## src/rtl/fde_sequencer.sv

```systemverilog
// Multi-cycle fetch-decode-execute controller: one instruction in flight, no pipelining.
// ALU 5 cycles, NOP/illegal 4 cycles, HALT 3 cycles to HALTED; only start/step/halt_req throttle it.
module fde_sequencer #(
    parameter int PC_W  = 8,
    parameter int CNT_W = 16
) (
    input  logic             i_clk,
    input  logic             i_reset,
    input  logic             i_start,
    input  logic             i_step_mode,
    input  logic             i_step,
    input  logic             i_halt_req,
    output logic             o_imem_en,
    output logic [PC_W-1:0]  o_imem_addr,
    input  logic [15:0]      i_imem_data,
    output logic [3:0]       o_rs1_add,
    output logic [3:0]       o_rs2_add,
    input  logic [7:0]       i_rs1_data,
    input  logic [7:0]       i_rs2_data,
    output logic [3:0]       o_opcode,
    output logic [7:0]       o_srcdata_1,
    output logic [7:0]       o_srcdata_2,
    output logic [3:0]       o_destadd,
    output logic             o_busy,
    output logic             o_halted,
    output logic             o_illegal,
    output logic [PC_W-1:0]  o_pc,
    output logic [CNT_W-1:0] o_instr_cnt
);

    typedef enum logic [2:0] {
        S_IDLE, S_FETCH, S_DECODE, S_READ, S_EXEC, S_WB, S_STEP_WAIT, S_HALTED
    } state_t;

    localparam logic [3:0] OP_NOP  = 4'h0;
    localparam logic [3:0] OP_ADD  = 4'h1;
    localparam logic [3:0] OP_SUB  = 4'h2;
    localparam logic [3:0] OP_LS   = 4'h4;
    localparam logic [3:0] OP_RS   = 4'h8;
    localparam logic [3:0] OP_HALT = 4'hF;

    state_t           state_q, state_d;
    logic [PC_W-1:0]  pc_q, pc_d;
    logic [CNT_W-1:0] cnt_q, cnt_d;
    logic [15:0]      ir_q, ir_d;
    logic [3:0]       opcode_q, opcode_d;
    logic [7:0]       src1_q, src1_d;
    logic [7:0]       src2_q, src2_d;
    logic [3:0]       dest_q, dest_d;
    logic             illegal_q, illegal_d;
    logic             imem_en_q, imem_en_d;
    logic             busy_q, busy_d;
    logic             halted_q, halted_d;
    logic [3:0]       ir_op;

    assign ir_op = ir_q[15:12];

    always_comb begin
        state_d   = state_q;
        pc_d      = pc_q;
        cnt_d     = cnt_q;
        ir_d      = ir_q;
        opcode_d  = OP_NOP;
        src1_d    = src1_q;
        src2_d    = src2_q;
        dest_d    = dest_q;
        illegal_d = illegal_q;

        case (state_q)
            S_IDLE, S_HALTED: begin
                if (i_start) begin
                    state_d   = S_FETCH;
                    pc_d      = '0;
                    cnt_d     = '0;
                    illegal_d = 1'b0;
                end
            end
            S_FETCH:  state_d = S_DECODE;
            S_DECODE: begin
                ir_d    = i_imem_data;
                state_d = S_READ;
            end
            S_READ: begin
                case (ir_op)
                    OP_ADD, OP_SUB, OP_LS, OP_RS: begin
                        // EXEC outputs are loaded here so they are flops during EXEC.
                        state_d  = S_EXEC;
                        opcode_d = ir_op;
                        src1_d   = i_rs1_data;
                        src2_d   = i_rs2_data;
                        dest_d   = ir_q[11:8];
                    end
                    OP_NOP:  state_d = S_WB;
                    OP_HALT: state_d = S_HALTED;
                    default: begin
                        illegal_d = 1'b1;
                        state_d   = S_WB;
                    end
                endcase
            end
            S_EXEC: state_d = S_WB;
            S_WB: begin
                pc_d = pc_q + PC_W'(1);
                if (cnt_q != '1) begin
                    cnt_d = cnt_q + CNT_W'(1);
                end
                if (i_halt_req) begin
                    state_d = S_IDLE;
                end else if (i_step_mode) begin
                    state_d = S_STEP_WAIT;
                end else begin
                    state_d = S_FETCH;
                end
            end
            S_STEP_WAIT: begin
                if (i_step || !i_step_mode) begin
                    state_d = S_FETCH;
                end
            end
        endcase

        imem_en_d = (state_d == S_FETCH);
        busy_d    = (state_d inside {S_FETCH, S_DECODE, S_READ, S_EXEC, S_WB, S_STEP_WAIT});
        halted_d  = (state_d == S_HALTED);
    end

    always_ff @(posedge i_clk or negedge i_reset) begin
        if (!i_reset) begin
            state_q   <= S_IDLE;
            pc_q      <= '0;
            cnt_q     <= '0;
            ir_q      <= '0;
            opcode_q  <= '0;
            src1_q    <= '0;
            src2_q    <= '0;
            dest_q    <= '0;
            illegal_q <= 1'b0;
            imem_en_q <= 1'b0;
            busy_q    <= 1'b0;
            halted_q  <= 1'b0;
        end else begin
            state_q   <= state_d;
            pc_q      <= pc_d;
            cnt_q     <= cnt_d;
            ir_q      <= ir_d;
            opcode_q  <= opcode_d;
            src1_q    <= src1_d;
            src2_q    <= src2_d;
            dest_q    <= dest_d;
            illegal_q <= illegal_d;
            imem_en_q <= imem_en_d;
            busy_q    <= busy_d;
            halted_q  <= halted_d;
        end
    end

    assign o_imem_en   = imem_en_q;
    assign o_imem_addr = pc_q;
    assign o_rs1_add   = ir_q[7:4];
    assign o_rs2_add   = ir_q[3:0];
    assign o_opcode    = opcode_q;
    assign o_srcdata_1 = src1_q;
    assign o_srcdata_2 = src2_q;
    assign o_destadd   = dest_q;
    assign o_busy      = busy_q;
    assign o_halted    = halted_q;
    assign o_illegal   = illegal_q;
    assign o_pc        = pc_q;
    assign o_instr_cnt = cnt_q;

endmodule

```

## config.mk

```make
export PLATFORM = sky130hd
export DESIGN_NAME = fde_sequencer
export DESIGN_NICKNAME = d
export VERILOG_FILES = /design/src/rtl/fde_sequencer.sv
export SDC_FILE = /design/constraint.sdc
export NUM_CORES = 1
export LEC_CHECK = 0
export BUFFER_PORTS_ARGS = -buffer_cell sky130_fd_sc_hd__buf_2
export CORE_MARGIN = 3
export CORE_UTILIZATION = 25
export CTS_BUF_LIST = sky130_fd_sc_hd__clkbuf_16
export CTS_CLUSTER_DIAMETER = 80
export DETAILED_ROUTE_END_ITERATION = 8
export GPL_ROUTABILITY_DRIVEN = 0
export HOLD_SLACK_MARGIN = 0.12
export SLEW_MARGIN = 5
export SYNTH_ARGS = -nofsm -noshare
export SYNTH_HDL_FRONTEND = slang
export SYNTH_SLANG_ARGS = --single-unit
```

## constraint.sdc

```tcl
create_clock -name i_clk -period 2 [get_ports i_clk]
set_input_delay 0.1 -clock i_clk [delete_from_list [all_inputs] [get_ports i_clk]]
set_output_delay 0.1 -clock i_clk [all_outputs]
set_load 0.02 [all_outputs]
```

==> impl_metrics.toml <==
[run_status]
status = "finished, final reports clean"

[die]
fp.dieW_um = 121
num_io_pins = 106
core_area_um2 = 12800
start_util = 0.259
die_y_um = 121
fp.dieArea_um2 = 14700
row_count = 41

[clock_tree]
cts_root_buffer = "clkbuf_16"
clock_latency_ns = 0.33
clockBufferDepth = 2
clk_pin_slew_ns = 0.06
ctsHtreeMaxLevel = 3
cts_tree = "yes"
cts_made_buffers = 9
clock-sinks = 71

[timing]
hold_viol = 0
tightestPinTransition_ns = 0.509
final.min_clock_period_ns = 1.87
setup_viol = 0
setup-tns-final_ns = 0
rsz0062_at_grt = "false"
slew_viol_final = 0
max_slew_margin = 0.660
fin_crit_sh = 0.935
fmax_mhz = 535
finalClockSkew_ns = 0.00388

[synthesis]
syn_avg_cell_area_um2 = 11.7
ys_seq_area_frac = 0.534
yosys_warnings = 0
yosysTopAreaCellShare = 0.534
synth-edff-count = 0
synth.distinct_cells = 45
synth_nets = 325
synth_area_leaders = "dfrtp_1, mux2_2, buf_4, nand2_1, mux2i_1"
mappedNetlistArea_um2 = 3320
synth_top_cell_by_area = "dfrtp_1"
synth_ff_type = "dfrtp_1"
synthCells = 285
async_flop_share = 1.00
yosys_register_bits = 71

[worst_setup_path]
critical-path-top-delay-family = "simple AND/OR/NAND/NOR gates"
crit_path_end_kind = "register"
crit_chain = "ha_1 -> and4_1 -> nand2_1 -> o31a_1 -> and4_4 -> mux2i_1"
reg2reg_depth = 6
cpMaxStageDelayCell = "dfrtp_1"
cp_slowest_stage_delay_ns = 0.42
r2r-start = "o_instr_cnt[0]"
crit_buf_inv = 0
critical_path_arrival_ns = 2.07
cp.required_ns = 2.20
r2r-end = "o_instr_cnt[3]"
start_kind = "register"
crit_type = "register to register"
r2r_slack_ns = 0.13
crit_fanout = 8

[detailed_routing]
drc = 0
wl_per_cell_um = 13.4
antenna_left = 0
num_vias = 2570
drtPass1Iterations = 4
wirelength_um = 7950
viasPerCell = 4.34
drtIter0Drc = 138

[global_route]
antenna_found_initial = 0
grt_usage = 0.114
grt_pass1_vias = 2586
grt_remaining_overflow = 0
grt_max_degree = 40
grt_pass1_wl_um = 13100

[finish]
area_delta_synth_final_pct = 37.6
diodes = 0
fin_util = 0.357
finalNetCount = 456
layout-drive-gt1-share = 0.410

[placed_design]
io_buffers = 105
hpwl_um = 5730

[hold_path]
hold_depth = 4
hold_path.class = "primary input to register"
min_to = "o_halted"
worstHoldStart = "i_halt_req"

[pwr]
power.leakage_nw = 2.23
power_density_nw_per_um2 = 1400
peakVddDrop_v = 0.000699

[flow_run]
max_cap_violations = 0
-- worst max path at each step --
| stage | startpoint | end | slack, ns | depth (start not counted) |
|---|---|---|---|---|
| 2_1_floorplan | o_instr_cnt[0] | o_instr_cnt[3] | 0.18 | 7 |
| 3_3_place_gp | ir_q[15] | o_srcdata_2[6] | 0.19 | 5 |
| 3_5_place_dp | ir_q[12] | o_destadd[2] | 0.14 | 5 |
| 4_1_cts | ir_q[12] | o_srcdata_2[6] | 0.12 | 5 |
| 5_1_grt | o_instr_cnt[0] | o_instr_cnt[3] | 0.006 | 6 |
| 6_report | o_instr_cnt[0] | o_instr_cnt[3] | 0.13 | 6 |
-- cell families (layout without fill, tap and decap cells) --
family | after synthesis | after routing | synth area share
and+or+nand+nor | 91 | 91 | 0.150
DFF | 71 | 71 | 0.534
muxes | 46 | 46 | 0.152
AOI/OAI and AO/OA | 35 | 35 | 0.0700
buffers and inverters | 34 | 169 | 0.0704
xor gates and xnor gates | 6 | 6 | 0.0158
adders and majority gates | 2 | 2 | 0.00753
-- synthesized netlist by cell type (2+ instances only) --
cell type and number:
o21a_1 2, clkbuf_8 2, nor3_1 5, nor4_1 2, nor4b_1 2, nand2_1 28, buf_4 19, nor2_1 19
a21oi_1 3, inv_1 6, o211ai_1 3, nand2b_1 4, dfrtp_1 71, nand4_1 7, ha_1 2, o21ai_0 11
nand3_1 7, mux2i_1 10, xor2_1 6, a211oi_1 4, mux2_2 36, o2111ai_1 2, and3_1 5, o31ai_1 3
buf_2 6
-- power by group --
group | internal, mW | total (mW) | switching (mW)
Clock | 0.944 | 1.51 | 0.570
Combinational | 1.12 | 2.52 | 1.40
Sequential | 1.95 | 2.38 | 0.435
-- sequential cells by signal, summed over array words and instances, names as in the netlist --
signal       cells
o_opcode         4
o_srcdata_2      8
o_srcdata_1      8
o_busy           1
ir_q            16
o_imem_addr      8
state_q          3
o_illegal        1
o_imem_en        1
o_halted         1
o_instr_cnt     16
o_destadd        4
-- area by class of cell --
class / instances / area, µm²
clock buffers: 9 / 225
clock inverters: 6 / 55.1
fillers: 1299 / 8250
inverters: 6 / 22.5
multi-input cells: 180 / 1320
flip-flops and latches: 71 / 1780
well taps: 172 / 215
repair buffers: 148 / 958
-- layout by cell type (no fill, tap or decap), types with 5 or more instances in the layout --
master,count
buf_4,9
nand4_1,7
nand2_1,28
mux2_2,36
dlygate4sd3_1,33
xor2_1,6
dfrtp_1,71
buf_2,104
inv_1,8
clkbuf_16,9
and3_1,5
nand3_1,7
nor2_1,18
o21ai_0,11
mux2i_1,10
nor3_1,5
-- routing by layer --
metal | up-vias | track usage | wire (µm)
li1 | 1252 | - | -
met1 | 1240 | 0.138 | 3400
met2 | 69 | 0.191 | 4010
met3 | 9 | 0.0392 | 439
met4 | 0 | 0.0357 | 104
met5 | - | 0 | 0
-- repair_timing --
| action | CTS | global route |
|---|---|---|
| endpoints found under the setup margin | 0 | 2 |
| resized for setup | 0 | 1 |
| endpoints found under the hold margin | 84 | 0 |
| hold buffers | 33 | 0 |
| buffers inserted | 0 | 1 |
-- worst register-to-register path: cells and delay by family (launching register included) --
kind                     cells  cell delay (ns)
AND/OR/NAND/NOR              3             0.59
flip-flops                   1             0.42
AO/OA/AOI/OAI                1             0.39
adder cells (fa/ha/maj)      1             0.24
multiplexers                 1             0.11
-- metrics by stage --
stage	instances	hold slack [ns]	total power [mW]	setup WS [ns]	area [µm²]
6_report	592	0.254	6.42	0.130	4580
5_1_grt	592	0.275	6.88	0.00579	4580
3_5_place_dp	543	0.0812	4.89	0.137	3950
4_1_cts	591	0.231	6.51	0.124	4560
3_3_place_gp	543	0.0735	4.80	0.193	3950
2_1_floorplan	285	-0.196	4.24	0.175	3320
Note: power is estimated with default switching activity, not from simulation.
